### src/rtl/fifo_wr_packer.sv
// Write-side width packer: gathers RATIO narrow beats, LSB lane first, into one FIFO word
// and pushes it into the FIFO write port through a single holding slot.
module fifo_wr_packer #(
    parameter int unsigned IN_WIDTH  = 1,
    parameter int unsigned RATIO     = 4,
    parameter logic        PAD_BIT   = 1'b0,
    parameter int unsigned CNT_WIDTH = 16
) (
    input  logic                                wr_clk,
    input  logic                                wr_rst_n,
    input  logic                                s_valid,
    output logic                                s_ready,
    input  logic [IN_WIDTH-1:0]                 s_data,
    input  logic                                s_last,
    input  logic                                flush,
    output logic                                fifo_wr_en,
    output logic [IN_WIDTH*RATIO-1:0]           fifo_wr_data,
    input  logic                                fifo_full,
    output logic [$clog2(RATIO)-1:0]            lane_idx,
    output logic [CNT_WIDTH-1:0]                frame_cnt
);

    localparam int unsigned DATA_WIDTH = IN_WIDTH * RATIO;
    localparam int unsigned LANE_W     = $clog2(RATIO);

    typedef logic [LANE_W-1:0] lane_t;

    logic [DATA_WIDTH-1:0] acc_q, acc_d;
    lane_t                 lane_q, lane_d;
    logic [DATA_WIDTH-1:0] out_word_q, out_word_d;
    logic                  out_last_q, out_last_d;
    logic                  out_vld_q, out_vld_d;
    logic [CNT_WIDTH-1:0]  frame_cnt_q, frame_cnt_d;

    logic                  take;
    logic                  accept;
    logic                  lane_full;
    logic                  close;
    logic [DATA_WIDTH-1:0] closed_word;

    assign take         = out_vld_q && !fifo_full;
    assign s_ready      = !out_vld_q || take;
    assign accept       = s_valid && s_ready;
    assign lane_full    = (lane_q == lane_t'(RATIO - 1));
    assign fifo_wr_en   = take;
    assign fifo_wr_data = out_word_q;
    assign lane_idx     = lane_q;
    assign frame_cnt    = frame_cnt_q;

    // A flush without a beat only closes when lanes are pending and the slot can take the word.
    assign close = (accept && (lane_full || s_last || flush)) ||
                   (flush && (lane_q != '0) && s_ready);

    // Lanes below lane_q come from acc, the current lane from the new beat, the rest are padded.
    always_comb begin
        closed_word = '0;
        for (int i = 0; i < RATIO; i++) begin
            if (lane_t'(i) < lane_q) begin
                closed_word[i*IN_WIDTH +: IN_WIDTH] = acc_q[i*IN_WIDTH +: IN_WIDTH];
            end else if (accept && (lane_t'(i) == lane_q)) begin
                closed_word[i*IN_WIDTH +: IN_WIDTH] = s_data;
            end else begin
                closed_word[i*IN_WIDTH +: IN_WIDTH] = {IN_WIDTH{PAD_BIT}};
            end
        end
    end

    always_comb begin
        acc_d       = acc_q;
        lane_d      = lane_q;
        out_word_d  = out_word_q;
        out_last_d  = out_last_q;
        out_vld_d   = out_vld_q;
        frame_cnt_d = frame_cnt_q;

        if (take) begin
            out_vld_d = 1'b0;
            if (out_last_q) begin
                frame_cnt_d = frame_cnt_q + CNT_WIDTH'(1);
            end
        end

        if (close) begin
            out_word_d = closed_word;
            out_last_d = accept && s_last;
            out_vld_d  = 1'b1;
            acc_d      = '0;
            lane_d     = '0;
        end else if (accept) begin
            acc_d[lane_q*IN_WIDTH +: IN_WIDTH] = s_data;
            lane_d = lane_q + lane_t'(1);
        end
    end

    always_ff @(posedge wr_clk or negedge wr_rst_n) begin
        if (!wr_rst_n) begin
            acc_q       <= '0;
            lane_q      <= '0;
            out_word_q  <= '0;
            out_last_q  <= 1'b0;
            out_vld_q   <= 1'b0;
            frame_cnt_q <= '0;
        end else begin
            acc_q       <= acc_d;
            lane_q      <= lane_d;
            out_word_q  <= out_word_d;
            out_last_q  <= out_last_d;
            out_vld_q   <= out_vld_d;
            frame_cnt_q <= frame_cnt_d;
        end
    end

endmodule

### config.mk
export PLATFORM = sky130hd
export DESIGN_NAME = fifo_wr_packer
export DESIGN_NICKNAME = d
export VERILOG_FILES = /design/src/rtl/fifo_wr_packer.sv
export SDC_FILE = /design/constraint.sdc
export NUM_CORES = 1
export LEC_CHECK = 0
export BUFFER_PORTS_ARGS = -buffer_cell sky130_fd_sc_hd__buf_2
export CORE_MARGIN = 1
export CORE_UTILIZATION = 53
export CTS_CLUSTER_SIZE = 30
export DETAILED_ROUTE_END_ITERATION = 12
export PLACE_DENSITY = 0.76
export SETUP_SLACK_MARGIN = 0.15
export SLEW_MARGIN = 20
export SYNTH_ARGS = -nofsm -noshare
export SYNTH_HDL_FRONTEND = slang
export SYNTH_SLANG_ARGS = --single-unit
### constraint.sdc
create_clock -name wr_clk -period 2.15 [get_ports wr_clk]
set_input_delay 0.215 -clock wr_clk [delete_from_list [all_inputs] [get_ports wr_clk]]
set_output_delay 0.215 -clock wr_clk [all_outputs]
set_load 0.02 [all_outputs]
After elaboration in Yosys (flattened, before gate mapping)
Index checks and enable logic that the tools add are counted.
{"block": "word_totals", "mem_count": 0, "ramBits": 0, "ff_bits": 28, "input_bits": 7, "wordCells": 55, "romBits": 0, "latchBits": 0}
{"block": "op_classes", "muxes": 15, "div": 0, "reduce_logical": 21, "magnitude_cmp": 4, "n_eq_ne": 4, "shifts": 2, "bitwise": 0, "n_mul": 0, "addsub": 3}
{"op": "negator 2 -> 34 bit", "count": 1}
{"op": "variable shift 1 x 34 -> 4 bit, first input constant", "count": 1}
{"op": "variable part select 1 x 34 -> 4 bit", "count": 1}
{"op": "adder 16 x 1 -> 16 bit, second input constant", "count": 1}
{"op": "logical AND 1 bit", "count": 10}
{"op": "two-way mux 1 bit", "count": 10}
{"op": "two-way mux 4 bit", "count": 2}
{"op": "nonzero test 2 bit", "count": 3}
{"op": "bitwise mux 4 bit", "count": 1}
{"op": "equality test 2 bit, first input constant", "count": 2}
{"op": "logical OR 1 bit", "count": 4}
{"op": "< comparator 1 x 2 -> 1 bit, first input constant", "count": 2}
{"op": "< comparator 2 bit, first input constant", "count": 2}
{"op": "two-way mux 2 bit", "count": 2}
{"op": "adder 2 x 1 -> 2 bit, second input constant", "count": 1}
{"op": "equality test 1 x 2 -> 1 bit, first input constant", "count": 1}
{"op": "equality test 2 bit, second input constant", "count": 1}
{"op": "zero test 1 bit", "count": 2}
{"op": "zero test 2 bit", "count": 1}
{"op": "AND reduction 2 bit", "count": 1}

Longest topological paths before layout
Gate-level depths: netlist of the first run.
{"block": "depth", "word_depth": 7, "depth_mapped": 6, "depth_no_buf": 6}

Worst setup path before layout of the first run
Ideal clock, no wire load.
{"block": "synth_timing", "kind": "register to register", "from": "register lane_q[0] (netlist: lane_idx[0])", "to": "register acc_q[0]", "period_less_slack_ns": 1.886, "arrival_time_ns": 1.809, "stages_incl_launch_ff": 7, "t_required_ns": 2.074, "path_slack_ns": 0.264, "cell_sequence": "dfrtp_1 inv_1 ha_1 nor2b_4 o21ai_2 or4_1 o21ai_1"}
{"block": "synth_between", "elab_chain_len": 6, "elab_cells_between_ends": 15, "cone_classes": "add/sub: 1; eq/ne: 1; shift: 2; mux: 3; reduce/logical: 8"}
{"item": "start, declared", "line_no": "29", "rtl": "lane_t lane_q, lane_d;"}
{"item": "start signal, assigned", "line_no": "105", "rtl": "lane_q <= lane_d;"}
{"item": "branches (longest 6 deep; another with negator 2 -> 34 bit)"}
{"item": "end signal, assigned", "line_no": "97", "rtl": "acc_q <= '0;"}
{"item": "end signal, assigned", "line_no": "104", "rtl": "acc_q <= acc_d;"}
{"item": "end, declared", "line_no": "28", "rtl": "logic [DATA_WIDTH-1:0] acc_q, acc_d;"}
Several ways; the timed one is not identified. The select of a mux whose other input is x is not followed.
A chain may end at the register's enable or synchronous reset.

Worst setup path after layout of the first run
{"block": "layout_timing", "from": "register lane_q[1] (netlist: lane_idx[1])", "to": "register acc_q[0]"}
The elaborated chain is that of the path after synthesis.

==> metrics.md, run 1 <==
| Metric | Value |
|---|---|
| Peak Freq | 542 MHz |
| Required time worst endpoint | 2.40 ns |
| Clock skew | 0.00240 ns |
| Synth Flop Type | dfrtp_1 |
| Net Count, Synth | 142 |
| Final worst slack | 0.305 ns |
| Unrepaired setup endpoints after global routing | false |
| Die X | 53.4 um |
| Area share of the largest cell type after synthesis | 0.482 |
| Leading area contributor after synthesis | dfrtp_1 |
| PwrDens | 750 nW/um2 |
| Worst-Margin Slew | 0.581 ns |
| Crit path max-delay cell type | dfrtp_1 |
| Initial antenna violation count | 0 |
| Area added between synthesis and finish | 15.7% |
| Io pins | 31 |
| Gp weighted congestion | 0.853 |
| Synth warn | 0 |
| Hold Crit Class | primary input to flip-flop |
| Number of global-route vias before repair | 960 |
| Global routing usage on met1 | 0.251 |
| Fin crit period | 1.84 ns |
| Clk_lat worst skew | 0.31 ns |
| P_leak | 0.000807 uW |
| Setup Slack @ Placement | 0.322 ns |
| Critical path endpoint category | flip-flop |
| First-pass GRT wire length | 4170 um |
| Slowest stage delay, CP | 0.50 ns |
| Critical path buffers and inverters | 1 |
| PostCTS Resize Cnt | 0 |
| Antenna viol nets, final | 0 |
| Delay-heaviest family, CP | simple AND/OR/NAND/NOR gates |
| Tcrit/Tclk final | 0.858 |
| Final hold vios | 0 |
| WL per Instance | 12.8 um |
| Setup violators final | 0 |
| CP arrival | 2.10 ns |
| Max-slew violation count | 0 |
| GRT overflow | 0 |
| Port Buffers | 30 |
| Async SR Flop Fraction | 1.00 |
| Root buf cell | clkbuf_4 |
| Syn_area_per_cell | 11.1 um2 |
| Drt total wl | 2440 um |
| Seq/Total Area, Yosys | 0.482 |
| CP Max Fanout | 8 |
| M3 GR Usage | 0.0259 |
| Setup crit start kind | flip-flop |
| Slew HR | 0.613 |
| Flops & latches, synth | 27 |
| # clock sinks | 27 |
| Crit path cell chain | inv_1 -> ha_1 -> nor2b_4 -> o21ai_2 -> or4_1 -> o21ai_1 |
| Rows | 18 |
| Top Usage Layer GRT | met2 |
| Max VDD drop | 0.534 mV |
| Vias per std cell | 5.28 |
| Synthesized instance count | 126 |
| Critical path class | flip-flop to flip-flop |
| Finished Layout Cells | 191 |
| Reg clk slew, reported paths | 0.13 ns |
| CTS tree | done |
| Post-synth EDFFs | 0 |
| Maxcap violations | 0 |
| Cell Area, Synth | 1400 um2 |
| Maximum number of pins on one net before global-route repair | 28 |
| Clock Path Buffers | 2 |
| Number of buffers created by CTS | 3 |
| Top post-synthesis cells by area | dfrtp_1, ha_1, xnor2_1 |
| Drt first-iter violations | 13 |
| DR DRC count | 0 |
| Overall Global Routing Usage | 0.202 |
| HPWL Detailed | 1830 um |
| Setup Total Neg Slack | 0 ns |
| Core ar. | 2500 um2 |
| Drt pass-1 iters | 4 |
| Post-CTS Setup Bufs | 0 |
| Final net count | 178 |
| Vias | 1008 |
| H-tree Lvls | 1 |
| Netlist cell types | 37 |
| Die height | 53.4 um |
| Cells after DPL | 186 |
| Met2 GRT Util | 0.350 |
| Starting Density | 0.561 |
| Layout cell share with drive strength beyond 1 | 0.280 |
| Diode count | 0 |
| Die ar. | 2860 um2 |
| Outcome | finished clean |
[cells by family (layout without fill, tap and decap cells)]
| group | after synthesis | in the layout | synth area share |
|---|---|---|---|
| buffers and inverters | 8 | 43 | 0.0268 |
| AND/OR/NAND/NOR | 48 | 48 | 0.226 |
| XOR/XNOR | 15 | 15 | 0.0937 |
| flip-flops | 27 | 27 | 0.482 |
| AO/OA/AOI/OAI | 17 | 17 | 0.0767 |
| multiplexers | 2 | 2 | 0.0152 |
| adder cells (fa/ha/maj) | 9 | 9 | 0.0803 |
[layer usage]
layer / routed length [um] / vias to the layer above
met2: 1210 / 22
met5: 0 / -
met4: 15 / 0
li1: - / 512
met1: 1140 / 472
met3: 80 / 2
[synth_stat cells (2+ instances only)]
master / number
nor3_1: 5
o21ai_0: 7
and3_1: 2
xor2_1: 6
xnor2_1: 9
ha_1: 9
or3_1: 2
a21oi_1: 2
nand2_1: 12
nand3_1: 5
inv_1: 7
dfrtp_1: 27
a31oi_1: 2
nand4_1: 4
nor2_1: 5
[stage by stage]
stage	util	total power, uW	cell area, um2	hold WS (ns)
2_1_floorplan	-	898	1400	-0.0806
3_3_place_gp	0.635	1010	1590	0.252
3_5_place_dp	0.635	1020	1590	0.255
4_1_cts	0.649	1230	1620	0.164
5_1_grt	0.649	1300	1620	0.177
6_report	0.649	1220	1620	0.176
[path summary, 6_finish.rpt]
path	cells after the start	startpoint	slack, ns	endpoint
hold / removal	2	s_last	0.18	out_last_q$_DFFE_PN0N_
hold reg to reg	1	frame_cnt[15]$_DFFE_PN0P_	0.48	frame_cnt[15]$_DFFE_PN0P_
min in group asynchronous	2	wr_rst_n	0.42	frame_cnt[5]$_DFFE_PN0P_
setup reg to reg	6	lane_idx[1]$_DFFE_PN0P_	0.31	acc_q[0]$_DFFE_PN0P_
setup / recovery	6	lane_idx[1]$_DFFE_PN0P_	0.31	acc_q[0]$_DFFE_PN0P_
max in group asynchronous	2	wr_rst_n	1.35	frame_cnt[11]$_DFFE_PN0P_
[placed cells by master, fill, tap and decap left out, drive strengths merged, types with 6 or more instances in the layout]
| master | count |
|---|---|
| buf | 31 |
| dfrtp | 27 |
| nand2 | 13 |
| xnor2 | 9 |
| ha | 9 |
| o21ai | 9 |
| inv | 7 |
| xor2 | 6 |
| nand3 | 6 |
[power by group]
group / leakage, uW / switching [uW] / internal (uW)
clock: 0.0000150 / 137 / 72.4
combinational: 0.000443 / 220 / 140
sequential: 0.000349 / 71.7 / 576
[what timing repair did]
item | in CTS | in global routing
endpoints found under the setup margin | 0 | 0
endpoints found under the hold margin | 27 | 0
hold buffers | 1 | 0
[flip-flops by register name, summed over array words and instances (netlist names)]
name	cells
frame_cnt	16
fifo_wr_data	4
acc_q	3
lane_idx	2
out_last_q	1
out_vld_q	1
[area by class of cell]
type / instances / area, um2
Fill cell: 207 / 877
Tap cell: 30 / 37.5
Inverter: 7 / 26.3
Clock buffer: 4 / 26.3
Sequential cell: 27 / 676
Multi-Input combinational cell: 91 / 689
Timing Repair Buffer: 32 / 168
Power figures use the tool's default switching activity.
==> inputs of run 2 (changes only) <==
--- a/config.mk
+++ b/config.mk
@@ -5,12 +5,13 @@
 export SDC_FILE = /design/constraint.sdc
 export NUM_CORES = 1
 export LEC_CHECK = 0
+export ABC_AREA = 1
 export BUFFER_PORTS_ARGS = -buffer_cell sky130_fd_sc_hd__buf_2
 export CORE_MARGIN = 1
-export CORE_UTILIZATION = 53
+export CORE_UTILIZATION = 54
 export CTS_CLUSTER_SIZE = 30
 export DETAILED_ROUTE_END_ITERATION = 12
-export PLACE_DENSITY = 0.76
+export PLACE_DENSITY = 0.77
 export SETUP_SLACK_MARGIN = 0.15
 export SLEW_MARGIN = 20
 export SYNTH_ARGS = -nofsm -noshare
==> run 2 against run 1 <==
Effect of this change: core utilization grew 3.3 points; maximum frequency grew 3.4%; sequential power grew 15%; sequential share of layout area shrank 3.1 points; register-to-register slack gained 0.06 ns; critical path type unchanged; largest cell class unchanged; largest power group unchanged.
==> metrics.md, run 2 <==
| Metric | Value |
|---|---|
| Slew HR | 0.599 (-0.0139) |
| Clk_lat worst skew | 0.31 ns (about the same) |
| Setup Total Neg Slack | 0 ns (unchanged) |
| Die height | 55.2 um (+3.3%) |
| Slowest stage delay, CP | 0.51 ns (about the same) |
| Area share of the largest cell type after synthesis | 0.442 (-0.0395) |
| Worst-Margin Slew | 0.602 ns (+0.0209 ns) |
| Multi-input combinational cell area | 757 um2 (+9.8%) |
| Crit path max-delay cell type | dfrtp_1 |
| Root buf cell | clkbuf_4 |
| Synth Area in Simple Gates | 0.310 (+0.0847) |
| Post-Layout Inst Area | 1750 um2 (+7.9%) |
| GRT overflow | 0 (unchanged) |
| H-tree Lvls | 1 (unchanged) |
| Flops & latches, synth | 27 (unchanged) |
| Vias | 1253 (+24%) |
| Largest family of logic cells by synthesized area | simple AND/OR/NAND/NOR gates |
| Count leader, synth | nand2_1 |
| Setup violators final | 0 (unchanged) |
| Tcrit/Tclk final | 0.830 (-0.0282) |
| Clock Power Share | 0.127 (-0.045) |
| CP Max Fanout | 8 (unchanged) |
| First-pass GRT wire length | 4750 um (+14%) |
| Switch Pwr | 736 uW (+72%) |
| Fillcell total | 217 (+4.8%) |
| Post-synth EDFFs | 0 (unchanged) |
| Delay-heaviest family, CP | flip-flops |
| Area added between synthesis and finish | 14.7% |
| Outcome | finished clean |
| Port Buffers | 30 (unchanged) |
| Layout cell share with drive strength beyond 1 | 0.226 (-0.0531) |
| Placed inst area | 1720 um2 (+8.1%) |
| Max-slew violation count | 0 (unchanged) |
| Starting Density | 0.595 (+0.0340) |
| Reg clk slew, reported paths | 0.14 ns (about the same) |
| P_leak | 0.000952 uW (+18%) |
| Pwr Total | 1670 uW (+37%) |
| Logic pwr share | 0.427 (+0.131) |
| Unrepaired setup endpoints after global routing | false |
| Die X | 55.2 um (+3.3%) |
| Final hold vios | 0 (unchanged) |
| Drt total wl | 2970 um (+21%) |
| Fin crit period | 1.78 ns (-0.0605 ns) |
| Most common cell after layout, fill and taps aside | nand2_1 |
| Max VDD drop | 0.681 mV (+28%) |
| Drt first-iter violations | 26 (+13) |
| Synth warn | 0 (unchanged) |
| Clock Path Buffers | 2 (unchanged) |
| Cells after DPL | 237 (+27%) |
| HPWL Detailed | 2320 um (+27%) |
| Synth Area in XOR/XNOR | 0.0573 (-0.0363) |
| Setup crit start kind | flip-flop |
| Synthesized-area fraction occupied by adder cells | 0.0737 (-0.00658) |
| WL per Instance | 12.3 um (-4.2%) |
| DR DRC count | 0 (unchanged) |
| Cell Area, Synth | 1530 um2 (+8.9%) |
| Number of flip-flops in the largest register | 16 (unchanged) |
| Post-synthesis compound-gate area fraction | 0.0467 (-0.0300) |
| Fraction of synthesized area in multiplexers | 0.00737 (-0.00779) |
| Clock skew | 0.00155 ns (-0.000858 ns) |
| Rows | 18 (unchanged) |
| Gp weighted congestion | 0.824 (-3.5%) |
| Hold Crit Class | primary input to flip-flop |
| Initial antenna violation count | 0 (unchanged) |
| Overall Global Routing Usage | 0.223 (+0.0204) |
| CTS tree | done |
| Top post-synthesis cells by area | dfrtp_1, nand2_1, ha_1 |
| Vias per std cell | 5.18 (-1.9%) |
| Core ar. | 2570 um2 (+2.7%) |
| Most frequent cells in the layout | nand2_1, buf_2, dfrtp_1 |
| Net Count, Synth | 193 (+36%) |
| Synthesized instance count | 177 (+40%) |
| Maximum number of pins on one net before global-route repair | 28 (unchanged) |
| # clock sinks | 27 (unchanged) |
| Netlist cell types | 26 (-30%) |
| Syn_area_per_cell | 8.63 um2 (-22%) |
| Antenna viol nets, final | 0 (unchanged) |
| Seq/Total Area, Yosys | 0.442 (-0.0395) |
| Critical path buffers and inverters | 2 (+1) |
| Leading area contributor after synthesis | dfrtp_1 |
| Peak Freq | 560 MHz (+3.4%) |
| Reg area | 676 um2 (unchanged) |
| Async SR Flop Fraction | 1.00 (unchanged) |
| Critical path class | flip-flop to flip-flop |
| Number of buffers created by CTS | 3 (unchanged) |
| Critical path endpoint category | flip-flop |
| Die ar. | 3050 um2 (+6.6%) |
| Sequential cell fraction of total power | 0.446 (-0.086) |
| PwrDens | 951 nW/um2 (+27%) |
| Synth Flop Type | dfrtp_1 |
| Top post-synthesis cells by count | nand2_1, dfrtp_1, inv_1, nor2_1 |
| Crit path cell chain | inv_1 -> ha_1 -> inv_1 -> nand3_2 -> nand2_1 -> nand2_1 -> o21ai_0 -> nor2_1 |
| Maxcap violations | 0 (unchanged) |
| Internal power | 930 uW (+18%) |
| CP arrival | 2.00 ns (-0.10 ns) |
| Net switching fraction of the power | 0.442 (+0.0898) |
| Finished Layout Cells | 242 (+27%) |
| Io pins | 31 (unchanged) |
| Number of global-route vias before repair | 1170 (+22%) |
| Final net count | 229 (+29%) |
| Required time worst endpoint | 2.37 ns (-0.03 ns) |
| Diode count | 0 (unchanged) |
| Drt pass-1 iters | 4 (unchanged) |
run 2: path summary, 6_finish.rpt:
| path | start | end | slack (ns) | cells past startpoint |
|---|---|---|---|---|
| setup / recovery | lane_idx[0]$_DFFE_PN0P_ | acc_q[1]$_DFFE_PN0P_ | 0.37 | 8 |
| hold / removal | s_last | out_last_q$_DFFE_PN0N_ | 0.13 | 3 |
| setup reg to reg | lane_idx[0]$_DFFE_PN0P_ | acc_q[1]$_DFFE_PN0P_ | 0.37 | 8 |
| hold reg to reg | fifo_wr_data[0]$_DFFE_PN0N_ | fifo_wr_data[0]$_DFFE_PN0N_ | 0.49 | 2 |
| max in group asynchronous | wr_rst_n | frame_cnt[9]$_DFFE_PN0P_ | 1.33 | 2 |
| min in group asynchronous | wr_rst_n | frame_cnt[6]$_DFFE_PN0P_ | 0.43 | 2 |
run 2: what timing repair did:
| item | CTS | global route |
|---|---|---|
| setup buffers | 0 | 0 |
| resized for setup | 0 | 0 |
| hold buffers | 1 | 0 |
| endpoints found under the hold margin | 27 | 0 |
| endpoints found under the setup margin | 0 | 0 |
run 2: metrics by stage:
step	setup WS [ns]	utilization	hold slack, ns
global route	0.205	0.682	0.123
CTS	0.395	0.682	0.121
finish	0.366	0.682	0.131
global placement	0.589	0.668	0.251
detailed placement	0.411	0.668	0.259
floorplan	0.505	-	-0.0806
run 2: layout make-up:
type / count / share of cell area
clock buffer: 4 / 0.0150
inverter: 24 / 0.0543
multi-input combinational: 126 / 0.432
sequential: 27 / 0.386
tap: 30 / 0.0214
timing repair buffer: 31 / 0.0914
run 2: cells by family (layout without fill, tap and decap cells):
kind of cell / count (synthesis) / after routing
adder cells (fa/ha/maj): 9 / 9
flip-flops: 27 / 27
AND/OR/NAND/NOR: 93 / 93
buffers and inverters: 24 / 59
XOR/XNOR: 10 / 10
multiplexers: 1 / 1
AO/OA/AOI/OAI: 13 / 13
run 2: metal layers:
layer  track usage  up-vias  share of wire
met1         0.229      595           0.43
li1              -      624              -
met3        0.0328        6          0.028
met2         0.436       28           0.53
met4         0.100        0          0.016
met5             0        -              0
run 2: tightest hold or removal path: stages:
cell and delay (ns):
buf_2 0.10, nand2_1 0.05, nand2_1 0.06
run 2: power by group through the flow:
stage	clock network [uW]	logic, uW	registers (uW)
floorplan	0	403	835
global route	240	790	759
global placement	0	672	740
detailed placement	0	705	752
CTS	221	709	742
finish	212	711	743
==> inputs of run 3 (changes only) <==
==> constraint.sdc (replaced) <==
create_clock -name wr_clk -period 1.7 [get_ports wr_clk]
set_input_delay 0.17 -clock wr_clk [delete_from_list [all_inputs] [get_ports wr_clk]]
set_output_delay 0.17 -clock wr_clk [all_outputs]
set_load 0.02 [all_outputs]
==> run 3 against run 2 <==
Effect of this change: hold slack worse by 0.048 ns; critical endpoint is now fifo_wr_data[1]$_DFFE_PN0N_; largest cell class unchanged; critical path depth unchanged; largest power group is now combinational logic; clock skew up 0.0071 ns; global-route usage down 0.56 points; final area up 5.1%; sequential power up 26%; worst setup slack worse by 0.21 ns; combinational power up 60%.
==> metrics.md, run 3 (same netlist as run 2, synthesis figures left out) <==
| Metric | Value |
|---|---|
| # clock sinks | 27 (unchanged) |
| Setup crit start kind | flip-flop |
| Reg2Reg Depth | 8 (unchanged) |
| Die ar. | 3050 um2 (unchanged) |
| Hold Crit Class | primary input to flip-flop |
| Critical path class | flip-flop to flip-flop |
| Critical path endpoint category | flip-flop |
| Most frequent cells in the layout | nand2_1, buf_2, dfrtp_1 |
| Clock skew | 0.00866 ns (+0.00712 ns) |
| Post-Layout Inst Area | 1840 um2 (+5.1%) |
| First-pass GRT wire length | 4670 um (-1.7%) |
| Max-slew violation count | 0 (unchanged) |
| Area added between synthesis and finish | 20.6% |
| Final net count | 234 (+2.2%) |
| Maxcap violations | 0 (unchanged) |
| Overall Global Routing Usage | 0.217 (-0.00565) |
| Initial antenna violation count | 0 (unchanged) |
| Peak Freq | 648 MHz (+16%) |
| Io pins | 31 (unchanged) |
| CP arrival | 1.76 ns (-0.24 ns) |
| WL per Instance | 13.2 um (+7.3%) |
| DR DRC count | 0 (unchanged) |
| Layout cell share with drive strength beyond 1 | 0.290 (+0.0639) |
| Reg clk slew, reported paths | 0.15 ns (about the same) |
| Setup crit start | lane_idx[0]$_DFFE_PN0P_ |
| Die height | 55.2 um (unchanged) |
| H-tree Lvls | 1 (unchanged) |
| Placed inst area | 1720 um2 (+0.15%) |
| Hold Path End | out_last_q$_DFFE_PN0N_ |
| P_leak | 0.000970 uW (+1.9%) |
| Clk_lat worst skew | 0.31 ns (about the same) |
| Number of buffers created by CTS | 3 (unchanged) |
| Hold path depth | 3 (unchanged) |
| Vias per std cell | 5.26 (+1.5%) |
| Outcome | finished clean |
| Core ar. | 2570 um2 (unchanged) |
| Diode count | 0 (unchanged) |
| Max VDD drop | 1.04 mV (+52%) |
| Worst-Margin Slew | 0.581 ns (-0.0203 ns) |
| Port Buffers | 30 (unchanged) |
| Starting Density | 0.595 (unchanged) |
| Gp weighted congestion | 0.806 (-2.1%) |
| Tcrit/Tclk final | 0.907 (+0.0773) |
| Vias | 1298 (+3.6%) |
| Die X | 55.2 um (unchanged) |
| Setup violators final | 0 (unchanged) |
| HPWL Detailed | 2310 um (-0.65%) |
| HP Start | s_last |
| Slew HR | 0.612 (+0.0135) |
| Rows | 18 (unchanged) |
| CTS tree | done |
| Reg2reg start | lane_idx[0]$_DFFE_PN0P_ |
| PwrDens | 1270 nW/um2 (+34%) |
| Number of global-route vias before repair | 1108 (-5.3%) |
| GRT overflow | 0 (unchanged) |
| Setup Total Neg Slack | 0 ns (unchanged) |
| Reg-to-Reg End | fifo_wr_data[1]$_DFFE_PN0N_ |
| Root buf cell | clkbuf_4 |
| Maximum number of pins on one net before global-route repair | 28 (unchanged) |
| WL met1 | 1340 um (+6.0%) |
| Wire length on met3 | 142 um (+73%) |
| Number of flip-flops in the largest register | 16 (unchanged) |
| Drt total wl | 3250 um (+9.5%) |
| Pwr Total | 2340 uW (+41%) |
| Antenna viol nets, final | 0 (unchanged) |
| Required time worst endpoint | 1.92 ns (-0.45 ns) |
| Clock Path Buffers | 2 (unchanged) |
| Unrepaired setup endpoints after global routing | true |
| Most common cell after layout, fill and taps aside | nand2_1 |
| Fin crit period | 1.54 ns (-0.242 ns) |
| Metal2 WL | 1690 um (+7.3%) |
| Top Metal Used | met4 |
| Final hold vios | 0 (unchanged) |
| CP Max Fanout | 7 (-1) |
| Reg2reg setup slack | 0.16 ns (-0.21 ns) |
| Drt first-iter violations | 46 (+77%) |
| Drt pass-1 iters | 6 (+2) |
## run 3: cell types whose count changed in the layout (fill, tap and decap cells not counted), sizes merged
cell / previous run / this run
inv: 24 / 23
clkinv: 0 / 1
clkinvlp: 0 / 1
buf: 30 / 34
## run 3: final cells by class
| class | count | area [um2] |
|---|---|---|
| Multi-Input combinational cell | 126 | 797 |
| Timing Repair Buffer | 35 | 194 |
| Inverter | 24 | 104 |
| Sequential cell | 27 | 678 |
| Timing Repair inverter | 1 | 5.00 |
| Tap cell | 30 | 37.5 |
| Clock buffer | 4 | 26.3 |
| Fill cell | 202 | 726 |
## run 3: worst max-delay path by stage
stage                                        endpoint  slack, ns  cells after the start
after floorplan                  acc_q[1]$_DFFE_PN0P_       0.18                      8
after global placement           acc_q[2]$_DFFE_PN0P_       0.21                      8
after detailed placement         acc_q[1]$_DFFE_PN0P_       0.08                      8
after CTS                        acc_q[0]$_DFFE_PN0P_       0.18                      9
after global routing             acc_q[2]$_DFFE_PN0P_       0.12                      8
final                     fifo_wr_data[1]$_DFFE_PN0N_       0.16                      8
## run 3: layer usage
| layer | track usage | vias to the layer above |
|---|---|---|
| met3 | 0.0328 | 10 |
| met4 | 0.0792 | 0 |
| met1 | 0.262 | 612 |
| met5 | 0 | - |
| li1 | - | 636 |
| met2 | 0.388 | 40 |
## run 3: timing repair
item / 4_1_cts / 5_1_grt
pin swaps: 0 / 3
endpoints found under the setup margin: 3 / 5
resized for setup: 1 / 16
hold buffers: 1 / 0
gates cloned: 0 / 1
buffers inserted: 1 / 3
hold endpoints to repair: 27 / 0
## run 3: report_power, final
group	internal, uW	switching (uW)
clock	91.5	181
combinational	418	720
sequential	792	142
total	1300	1040
## run 3: per-stage QoR
step | worst slack, ns | hold WS, ns | utilization | std cells
2_1_floorplan | 0.181 | -0.126 | - | 177
3_3_place_gp | 0.211 | 0.203 | 0.669 | 237
3_5_place_dp | 0.0754 | 0.213 | 0.669 | 237
4_1_cts | 0.179 | 0.0773 | 0.686 | 243
5_1_grt | 0.118 | 0.0697 | 0.717 | 247
6_report | 0.158 | 0.0830 | 0.717 | 247
## run 3: critical path, cell delays in order, from the launching register on
cell and delay, ns:
dfrtp_2 0.43, clkinvlp_4 0.14, ha_2 0.22, inv_1 0.13
nand3_4 0.12, nand2_4 0.15, clkinv_2 0.12, nand2_1 0.07
nand2_1 0.05
